$ cat src/rtl/mem_pkg.sv
`default_nettype none
// ============================================================================
// Module   : mem_pkg
// Purpose  : Shared types and constants for the unified-RAM port arbiter.
//            - ADDR_W / DATA_W : default address and word widths
//            - port_e          : identifies the instruction-fetch or
//                                load/store requester
//            - mem_rsp_t       : contents of one registered response slot
// Revision : 1.0  initial release
// ============================================================================
package mem_pkg;

  localparam int ADDR_W = 16;
  localparam int DATA_W = 32;

  typedef enum logic {
    PORT_IF = 1'b0,
    PORT_LS = 1'b1
  } port_e;

  typedef struct packed {
    logic              valid;
    logic              err;
    logic [DATA_W-1:0] data;
  } mem_rsp_t;

endpackage : mem_pkg
`default_nettype wire

$ cat src/rtl/mem_rsp_slot.sv
`default_nettype none
// ============================================================================
// Module   : mem_rsp_slot
// Purpose  : One-entry registered response holder for a single requester.
//            Also reports whether that requester may be granted this cycle.
// Ports    : i_clk, i_rst_n     clock / asynchronous active-low reset
//            i_req_valid        requester has a request pending
//            i_rsp_ready        consumer takes the held response
//            i_load             request granted: capture a response this edge
//            i_load_err         captured response is an out-of-range error
//            i_load_data        captured response data
//            o_eligible         request may be granted this cycle
//            o_rsp              held response (valid / err / data)
// Revision : 1.0  initial release
// ============================================================================
module mem_rsp_slot
  import mem_pkg::*;
(
  input  logic              i_clk,
  input  logic              i_rst_n,
  input  logic              i_req_valid,
  input  logic              i_rsp_ready,
  input  logic              i_load,
  input  logic              i_load_err,
  input  logic [DATA_W-1:0] i_load_data,
  output logic              o_eligible,
  output mem_rsp_t          o_rsp
);

  mem_rsp_t rsp_q;
  mem_rsp_t rsp_d;

  // Eligible when the slot is free now, or will be freed on this edge by the
  // consumer, so a drain and a refill can share one cycle.
  assign o_eligible = i_req_valid && (!rsp_q.valid || i_rsp_ready);

  always_comb begin
    rsp_d = rsp_q;
    if (i_load) begin
      rsp_d.valid = 1'b1;
      rsp_d.err   = i_load_err;
      rsp_d.data  = i_load_data;
    end else if (rsp_q.valid && i_rsp_ready) begin
      rsp_d = '0;
    end
  end

  always_ff @(posedge i_clk or negedge i_rst_n) begin
    if (!i_rst_n) begin
      rsp_q <= '0;
    end else begin
      rsp_q <= rsp_d;
    end
  end

  assign o_rsp = rsp_q;

endmodule : mem_rsp_slot
`default_nettype wire

$ cat src/rtl/mem_port_arbiter.sv
`default_nettype none
// ============================================================================
// Module   : mem_port_arbiter
// Purpose  : Round-robin arbiter placing instruction-fetch (read only) and
//            load/store (read/write) requests onto the single port of a
//            unified word RAM with combinational read and synchronous write.
//            Each requester gets a one-entry registered response, one cycle
//            after its grant. Addresses >= DEPTH answer with err=1 and are
//            never written.
// Ports    : i_clk / i_rst_n                      clock, async active-low reset
//            i_if_req_valid/o_if_req_ready/i_if_addr          fetch request
//            o_if_rsp_valid/i_if_rsp_ready/o_if_rsp_data/err  fetch response
//            i_ls_req_valid/o_ls_req_ready/i_ls_we/i_ls_addr/i_ls_wdata
//                                                 load/store request
//            o_ls_rsp_valid/i_ls_rsp_ready/o_ls_rsp_data/err  l/s response
//            o_ram_set/o_ram_addr/o_ram_data/i_ram_data       RAM port
// Revision : 1.0  initial release
// ============================================================================
module mem_port_arbiter
  import mem_pkg::*;
#(
  parameter int ADDR_W = mem_pkg::ADDR_W,
  parameter int DATA_W = mem_pkg::DATA_W,
  parameter int DEPTH  = 256
) (
  input  logic              i_clk,
  input  logic              i_rst_n,
  input  logic              i_if_req_valid,
  output logic              o_if_req_ready,
  input  logic [ADDR_W-1:0] i_if_addr,
  output logic              o_if_rsp_valid,
  input  logic              i_if_rsp_ready,
  output logic [DATA_W-1:0] o_if_rsp_data,
  output logic              o_if_rsp_err,
  input  logic              i_ls_req_valid,
  output logic              o_ls_req_ready,
  input  logic              i_ls_we,
  input  logic [ADDR_W-1:0] i_ls_addr,
  input  logic [DATA_W-1:0] i_ls_wdata,
  output logic              o_ls_rsp_valid,
  input  logic              i_ls_rsp_ready,
  output logic [DATA_W-1:0] o_ls_rsp_data,
  output logic              o_ls_rsp_err,
  output logic              o_ram_set,
  output logic [ADDR_W-1:0] o_ram_addr,
  output logic [DATA_W-1:0] o_ram_data,
  input  logic [DATA_W-1:0] i_ram_data
);

  // One extra bit so DEPTH == 2**ADDR_W is still representable.
  localparam logic [ADDR_W:0] c_depth = (ADDR_W+1)'(DEPTH);

  port_e             last_grant_q;
  port_e             last_grant_d;
  logic              grant_if;
  logic              grant_ls;
  logic              if_elig;
  logic              ls_elig;
  logic [ADDR_W-1:0] ram_addr;
  logic              addr_err;
  logic [DATA_W-1:0] if_load_data;
  logic [DATA_W-1:0] ls_load_data;
  mem_rsp_t          if_rsp;
  mem_rsp_t          ls_rsp;

  // --------------------------------------------------------------------------
  // Last-grant state: register / next-state / grant outputs
  // --------------------------------------------------------------------------
  always_ff @(posedge i_clk or negedge i_rst_n) begin
    if (!i_rst_n) begin
      last_grant_q <= PORT_LS;
    end else begin
      last_grant_q <= last_grant_d;
    end
  end

  always_comb begin
    last_grant_d = last_grant_q;
    if (grant_if) begin
      last_grant_d = PORT_IF;
    end else if (grant_ls) begin
      last_grant_d = PORT_LS;
    end
  end

  // Grants are suppressed while reset is asserted so the RAM sees no write
  // on a clock edge that falls inside a reset pulse.
  always_comb begin
    grant_if = 1'b0;
    grant_ls = 1'b0;
    if (i_rst_n) begin
      if (if_elig && (!ls_elig || (last_grant_q == PORT_LS))) begin
        grant_if = 1'b1;
      end else if (ls_elig) begin
        grant_ls = 1'b1;
      end
    end
  end

  // --------------------------------------------------------------------------
  // RAM drive and response data selection
  // --------------------------------------------------------------------------
  always_comb begin
    ram_addr = '0;
    if (grant_if) begin
      ram_addr = i_if_addr;
    end else if (grant_ls) begin
      ram_addr = i_ls_addr;
    end
  end

  assign addr_err     = ({1'b0, ram_addr} >= c_depth);
  assign o_ram_addr   = ram_addr;
  assign o_ram_data   = grant_ls ? i_ls_wdata : '0;
  assign o_ram_set    = grant_ls && i_ls_we && !addr_err;
  assign if_load_data = addr_err ? '0 : i_ram_data;
  assign ls_load_data = (addr_err || i_ls_we) ? '0 : i_ram_data;

  // --------------------------------------------------------------------------
  // Response slots
  // --------------------------------------------------------------------------
  mem_rsp_slot u_if_slot (
    .i_clk       (i_clk),
    .i_rst_n     (i_rst_n),
    .i_req_valid (i_if_req_valid),
    .i_rsp_ready (i_if_rsp_ready),
    .i_load      (grant_if),
    .i_load_err  (addr_err),
    .i_load_data (if_load_data),
    .o_eligible  (if_elig),
    .o_rsp       (if_rsp)
  );

  mem_rsp_slot u_ls_slot (
    .i_clk       (i_clk),
    .i_rst_n     (i_rst_n),
    .i_req_valid (i_ls_req_valid),
    .i_rsp_ready (i_ls_rsp_ready),
    .i_load      (grant_ls),
    .i_load_err  (addr_err),
    .i_load_data (ls_load_data),
    .o_eligible  (ls_elig),
    .o_rsp       (ls_rsp)
  );

  assign o_if_req_ready = grant_if;
  assign o_ls_req_ready = grant_ls;
  assign o_if_rsp_valid = if_rsp.valid;
  assign o_if_rsp_err   = if_rsp.err;
  assign o_if_rsp_data  = if_rsp.data;
  assign o_ls_rsp_valid = ls_rsp.valid;
  assign o_ls_rsp_err   = ls_rsp.err;
  assign o_ls_rsp_data  = ls_rsp.data;

endmodule : mem_port_arbiter
`default_nettype wire

$ cat config.mk
export PLATFORM = sky130hd
export DESIGN_NAME = mem_port_arbiter
export DESIGN_NICKNAME = d
export VERILOG_FILES = /design/src/rtl/mem_pkg.sv /design/src/rtl/mem_rsp_slot.sv /design/src/rtl/mem_port_arbiter.sv
export SDC_FILE = /design/constraint.sdc
export NUM_CORES = 1
export LEC_CHECK = 0
export BUFFER_PORTS_ARGS = -buffer_cell sky130_fd_sc_hd__buf_2
export CAP_MARGIN = 20
export CORE_AREA = 2 2 95 97
export CTS_BUF_LIST = sky130_fd_sc_hd__clkbuf_16
export DETAILED_ROUTE_END_ITERATION = 7
export DIE_AREA = 0 0 97 99
export GPL_ROUTABILITY_DRIVEN = 1
export PLACE_DENSITY = 0.74
export SLEW_MARGIN = 10
export SYNTH_ARGS = -nofsm -noshare
export SYNTH_HDL_FRONTEND = slang
export SYNTH_SLANG_ARGS = --single-unit
export TNS_END_PERCENT = 5
$ cat constraint.sdc
create_clock -name i_clk -period 2.3 [get_ports i_clk]
set_clock_uncertainty 0.05 [all_clocks]
set_input_delay 0.69 -clock i_clk [delete_from_list [all_inputs] [get_ports i_clk]]
set_output_delay 0.69 -clock i_clk [all_outputs]
set_load 0.02 [all_outputs]
==> impl_metrics.tcl, run 1 <==
set metrics [dict create \
    post_route_clock_period_utilization_pct 109 \
    detailed_route_drc_error_count 0 \
    post_detailed_route_wirelength_per_cell_um 18.1 \
    clkLatencyLatePin_ns 0.32 \
    ff2ff_path_depth 6 \
    global_route.usage.total_pct 21.5 \
    vias_in_the_first_global_route 3194 \
    tritoncts "yes" \
    hp-class "input port to asynchronous set/reset pin" \
    antenna_left 0 \
    number_of_warnings_reported_in_the_yosys_synthesis_log 0 \
    finalCriticalPeriod_ns 2.51 \
    syn-cell-area_sq_um 2990 \
    slew_headroom_pct 36.0 \
    multiInputGateArea_sq_um 1400 \
    hpwl_mm 7.43 \
    cts_buffer_depth 2 \
    die_w_um 97 \
    seq_area_sq_um 1730 \
    n_antenna_cell 0 \
    num_vias 3139 \
    setup_slack_ns -0.211 \
    first_pass_grt_wire_length_mm 16.4 \
    arrival_ns 1.77 \
    gp_congestion 0.874 \
    detail_route.first_pass.iterations 4 \
    initialDrtViolationCount 124 \
    fraction_of_final_layout_cells_with_drive_strength_greater_than_1_pct 67.3 \
    cts-htree-levels 3 \
    overflow_after_grt 0 \
    drv_slew 0 \
    worstPathMaxFanout 10 \
    area_growth_pct 73.8 \
    max_slew.worst_pin.slew_ns 0.957 \
    critical_path.reg2reg.endpoint "u_ls_slot.o_rsp[12]" \
    cts.hold.buffers_added 0 \
    synth.ff_latch_count 69 \
    portBuffers 221 \
    synth-seq-area-share_pct 57.7 \
    cellPowerDensity_nw_per_um2 632 \
    endpoint_kind "output pin" \
    rr_startpoint "last_grant_q" \
    design_power_total_mw 3.29 \
    drt-vias-per-instance 5.15 \
    syn-num-nets 354 \
    worst_reg_to_reg_setup_slack_ns 0.17 \
    ys_types 24 \
    worst-setup-path-type "input port to output pin" \
    timing.hold.ws_ns 0.300 \
    setup_viol 50 \
    max_clock_freq_mhz 398 \
    post_synthesis_area_per_instance_sq_um 11.9 \
    yosys-top-cells-area "sky130_fd_sc_hd__dfrtp_1 57%, sky130_fd_sc_hd__a22o_1 21%, sky130_fd_sc_hd__and2_1 7.3%, sky130_fd_sc_hd__buf_2 2.0%, sky130_fd_sc_hd__nand2_1 1.8%" \
    grt_start_max_net_pins 60 \
    die_area_sq_um 9600 \
    die_height_um 99 \
    filler_cell_count 681 \
    grt_setup_unrepaired "yes" \
    grt_antenna_before_repair 0 \
    fp-row-count 34 \
    critical_path_required_ns 1.56 \
    finish.net_count 600 \
    run_status "complete, but fails checks" \
    failed_checks "negative setup slack" \
    cellLeakagePower_nw 2.92 \
    synthesis.instances 251 \
    maxCapViolations 0 \
    cts-root-buf "sky130_fd_sc_hd__clkbuf_16" \
    ios 222 \
    standard_cell_core_area_sq_um 8550 \
    timing.critical_path.from_type "input port" \
    clk_pin_slew_worst_paths_ns 0.05 \
    synth_largest_type_area_fraction_pct 56.8 \
    hold_viol_final 0 \
    totalWireLength_mm 11.0 \
    clock_sinks 69 \
    leading_area_contributor_after_synthesis "sky130_fd_sc_hd__dfrtp_1" \
    vdd_ir_drop_max_mv 0.410 \
    initial_utilization_pct 35.0 \
    numCtsBuffers 9 \
]
worst max-delay path: stages:
cell and delay, ns:
sky130_fd_sc_hd__buf_4 0.11, sky130_fd_sc_hd__nor2b_4 0.05, sky130_fd_sc_hd__o311ai_4 0.28, sky130_fd_sc_hd__or2_4 0.20, sky130_fd_sc_hd__inv_6 0.06, sky130_fd_sc_hd__a22o_4 0.25
sky130_fd_sc_hd__buf_6 0.13
per-layer routing:
metal  track usage [%]  vias up  part of all wire [%]
li1                  -     1417                     -
met1              26.0     1553                    39
met2              37.1      148                    52
met3              5.32       21                   6.1
met4              8.56        0                   2.6
met5                 0        -                     0
logic make-up (layout without fill, tap and decap cells):
family / after synthesis / in the layout / share of synthesized area (%)
AOI/OAI and AO/OA: 86 / 86 / 24.7
buffers and inverters: 22 / 273 / 3.39
DFF: 69 / 69 / 57.7
and+or+nand+nor: 74 / 74 / 14.2
cells in the mapped netlist:
master                     number
sky130_fd_sc_hd__o21ai_0        8
sky130_fd_sc_hd__clkbuf_1       5
sky130_fd_sc_hd__dfrtp_1       68
sky130_fd_sc_hd__nand2_1       14
sky130_fd_sc_hd__a22o_1        72
sky130_fd_sc_hd__inv_2          2
sky130_fd_sc_hd__buf_4          1
sky130_fd_sc_hd__buf_2         12
sky130_fd_sc_hd__nand3_1        8
sky130_fd_sc_hd__inv_1          2
sky130_fd_sc_hd__and2_1        35
sky130_fd_sc_hd__or2_2          1
sky130_fd_sc_hd__o21ba_2        1
sky130_fd_sc_hd__nor3_2         3
sky130_fd_sc_hd__o311ai_4       1
sky130_fd_sc_hd__nor4_1         4
sky130_fd_sc_hd__nor2b_4        1
sky130_fd_sc_hd__nand2b_1       3
sky130_fd_sc_hd__dfstp_2        1
sky130_fd_sc_hd__o211ai_2       1
sky130_fd_sc_hd__nor2b_1        1
sky130_fd_sc_hd__a21oi_2        1
sky130_fd_sc_hd__a21oi_1        2
sky130_fd_sc_hd__nor2_1         4
what timing repair did:
action | CTS | global route
cloned | 2 | 0
setup buffers | 3 | 1
gates resized for setup | 48 | 55
endpoints found under the setup margin | 50 | 51
pin swaps | 7 | 21
cell usage in the layout, fill, tap and decap left out, types with 4 or more instances in the layout:
cell                        synthesis  final
sky130_fd_sc_hd__clkbuf_16          0      9
sky130_fd_sc_hd__buf_6              0     34
sky130_fd_sc_hd__a22o_4             0      8
sky130_fd_sc_hd__a22o_1            72     64
sky130_fd_sc_hd__nand3_2            0      7
sky130_fd_sc_hd__nor2_1             4      4
sky130_fd_sc_hd__nand2_1           14     13
sky130_fd_sc_hd__o21ai_2            0      5
sky130_fd_sc_hd__and2_2             0     15
sky130_fd_sc_hd__buf_4              1     28
sky130_fd_sc_hd__buf_12             0      5
sky130_fd_sc_hd__dfrtp_1           68     67
sky130_fd_sc_hd__buf_2             12    186
sky130_fd_sc_hd__and2_4             0     17
state kept, by name, indices dropped and copies added (netlist names):
signal and count:
u_if_slot.o_rsp 34, u_ls_slot.o_rsp 34, last_grant_q 1
worst max-delay path by stage:
stage | start | endpoint | slack (ns) | depth (start not counted)
2_1_floorplan | i_ls_rsp_ready | o_ram_addr[0] | -0.13 | 5
3_3_place_gp | i_ls_rsp_ready | o_ram_addr[0] | -0.22 | 7
3_5_place_dp | i_if_rsp_ready | o_ram_addr[0] | -0.24 | 7
4_1_cts | u_ls_slot.o_rsp[33] | o_ram_addr[0] | -0.19 | 6
5_1_grt | u_ls_slot.o_rsp[33] | o_ram_addr[0] | -0.25 | 6
6_report | i_ls_rsp_ready | o_ram_addr[0] | -0.21 | 7
report_power, final:
group | leakage [nW] | internal [mW] | switching, mW
sequential | 0.952 | 1.24 | 0.0149
combinational | 1.82 | 0.310 | 0.372
clock | 0.144 | 0.842 | 0.514
total | 2.92 | 2.39 | 0.901
final cells by class:
cell class                      instances  share of cell area, %
Timing Repair Buffer                  253                   31.2
Tap cell                              108                   2.60
Clock inverter                          7                   1.39
Multi-Input combinational cell        160                   26.8
Clock buffer                            9                   4.33
Inverter                                4                  0.385
Sequential cell                        69                   33.2
through the flow:
step / TNS [ns] / instance area (sq um) / cells / worst slack, ns / utilization, %
floorplan: -3.73 / 3140 / 251 / -0.126 / -
global placement: -11.86 / 4560 / 588 / -0.219 / 53.3
detailed placement: -11.07 / 4560 / 588 / -0.241 / 53.3
CTS: -7.24 / 5030 / 609 / -0.189 / 58.8
global route: -9.55 / 5200 / 610 / -0.252 / 60.8
finish: -5.49 / 5200 / 610 / -0.211 / 60.8
No activity file was read; power rests on OpenSTA's default activity.
==> run 2, diff against run 1 <==
- CORE_AREA: 2 2 95 97 -> 2 2 91 93
- DIE_AREA: 0 0 97 99 -> 0 0 93 95
- PLACE_DENSITY: 0.74 -> 0.77
- clock period: 2.3 -> 3 ns (I/O delays scaled with it)
==> impl_metrics.tcl, run 2 (synthesized netlist as in run 1, its figures left out) <==
set metrics [dict create \
    worstHoldStart "u_if_slot.o_rsp[18]" \
    slew_headroom_pct 44.4 \
    cts_buffer_depth 2 \
    worst-path-stages 7 \
    hp-class "flop to flop" \
    cts-htree-levels 3 \
    clock_sinks 69 \
    cts-root-buf "sky130_fd_sc_hd__clkbuf_16" \
    worst_path_dominant_cell_family "compound AO/OA/AOI/OAI gates" \
    vias_in_the_first_global_route 2852 \
    portBuffers 221 \
    fraction_of_final_layout_cells_with_drive_strength_greater_than_1_pct 55.0 \
    timing.critical_path.from_type "input port" \
    finalCriticalPeriod_ns 2.95 \
    standard_cell_core_area_sq_um 7930 \
    die_height_um 95 \
    detail_route.first_pass.iterations 4 \
    crit_path_top_delay_cell "sky130_fd_sc_hd__a22o_1" \
    timing.hold.ws_ns 0.449 \
    die_area_sq_um 8840 \
    grt_start_max_net_pins 68 \
    hpwl_mm 8.22 \
    cellPowerDensity_nw_per_um2 531 \
    ios 222 \
    initial_utilization_pct 37.8 \
    cts.hold.buffers_added 0 \
    vdd_ir_drop_max_mv 0.295 \
    mostFrequentLayoutCells "215 x sky130_fd_sc_hd__buf_2, 72 x sky130_fd_sc_hd__a22o_1, 68 x sky130_fd_sc_hd__dfrtp_1" \
    die_w_um 93 \
    mostFrequentLayoutCell "sky130_fd_sc_hd__buf_2" \
    min_path_cells 1 \
    ff2ff_path_depth 6 \
    worst-setup-path-type "input port to output pin" \
    setup_viol 0 \
    timing.critical_path.buf_inv 4 \
    max_clock_freq_mhz 339 \
    num_vias 3024 \
    worst_reg_to_reg_setup_slack_ns 1.05 \
    overflow_after_grt 0 \
    grt_setup_unrepaired "yes" \
    cellLeakagePower_nw 2.73 \
    drt-vias-per-instance 5.08 \
    maxCapViolations 0 \
    arrival_ns 2.00 \
    drv_slew 0 \
    run_status "completed" \
    antenna_left 0 \
    detailed_route_drc_error_count 0 \
    tritoncts "yes" \
    rr_startpoint "u_ls_slot.o_rsp[33]" \
    first_pass_grt_wire_length_mm 15.3 \
    layoutNonFillerInstCount 595 \
    hold_end "u_if_slot.o_rsp[18]" \
    post_route_clock_period_utilization_pct 98.2 \
    initialDrtViolationCount 112 \
    worstPathCellList "buf_8 > inv_4 > o311ai_4 > or2_4 > clkinvlp_4 > a22o_1 > buf_6" \
    placed_cells 576 \
    slowest_delay_ns 0.26 \
    gp_congestion 0.980 \
    numCtsBuffers 9 \
    final_util_pct 59.2 \
    endpoint_kind "output pin" \
    grt_antenna_before_repair 3 \
    global_route.usage.total_pct 23.0 \
    post_detailed_route_wirelength_per_cell_um 17.9 \
    critical_path_required_ns 2.05 \
    finish.net_count 587 \
    hold_viol_final 0 \
    worstPathMaxFanout 5 \
    max_slew.worst_pin.slew_ns 0.834 \
    critical_path.reg2reg.endpoint "u_if_slot.o_rsp[14]" \
    clk_pin_slew_worst_paths_ns 0.06 \
    area_growth_pct 56.8 \
    fp-row-count 33 \
    totalWireLength_mm 10.7 \
    clkLatencyLatePin_ns 0.31 \
]
## run 2: changes by cell type in the layout (fill, tap and decap cells not counted), sizes merged
cell | previous run | this run
bufinv | 1 | 2
diode | 0 | 1
buf | 253 | 239
inv | 6 | 5
clkinvlp | 1 | 2
## run 2: metal layers
| layer | vias to the layer above | part of all wire [%] | GRT usage (%) |
|---|---|---|---|
| met1 | 1453 | 40 | 28.2 |
| met2 | 151 | 50 | 38.3 |
| met5 | - | 0.25 | 0 |
| li1 | 1396 | - | - |
| met4 | 4 | 2.5 | 8.21 |
| met3 | 20 | 8.1 | 7.42 |
## run 2: layout make-up
class                   instances  area (sq um)
fillers                       729          3230
flip-flops and latches         69          1730
repair buffers                239          1290
multi-input cells             160          1190
clock buffers                   9           225
well taps                     105           131
clock inverters                 7          97.6
inverters                       4          20.0
repair inverters                1          7.51
diodes                          1          2.50
## run 2: worst max-delay path by stage
stage	end	slack [ns]	from
finish	o_ram_addr[0]	0.05	i_ls_req_valid
global route	o_ram_addr[0]	0.004	i_ls_req_valid
CTS	o_ram_addr[5]	0.01	i_ls_rsp_ready
detailed placement	o_ram_addr[7]	-0.06	i_ls_rsp_ready
global placement	o_ram_addr[6]	-0.02	i_ls_rsp_ready
floorplan	o_ram_addr[0]	0.06	i_if_rsp_ready
## run 2: power by group
group | internal (mW) | switching (mW) | leakage (nW) | total [mW]
Combinational | 0.157 | 0.247 | 1.62 | 0.404
Sequential | 0.948 | 0.0145 | 0.953 | 0.962
Clock | 0.730 | 0.395 | 0.154 | 1.13
## run 2: through the flow
step	TNS (ns)	total power, mW	cell area [sq um]	worst slack [ns]
2_1_floorplan	0	1.16	3000	0.0597
3_3_place_gp	-0.119	1.37	4310	-0.0219
3_5_place_dp	-0.431	1.37	4310	-0.0606
4_1_cts	0	2.51	4660	0.0134
5_1_grt	0	2.59	4690	0.00374
6_report	0	2.49	4690	0.0528
## run 2: repair_timing
action,4_1_cts,5_1_grt
setup endpoints to repair,9,3
setup buffers,1,0
hold endpoints to repair,0,0
pin swaps,5,3
cloned,1,0
gates resized for setup,7,7
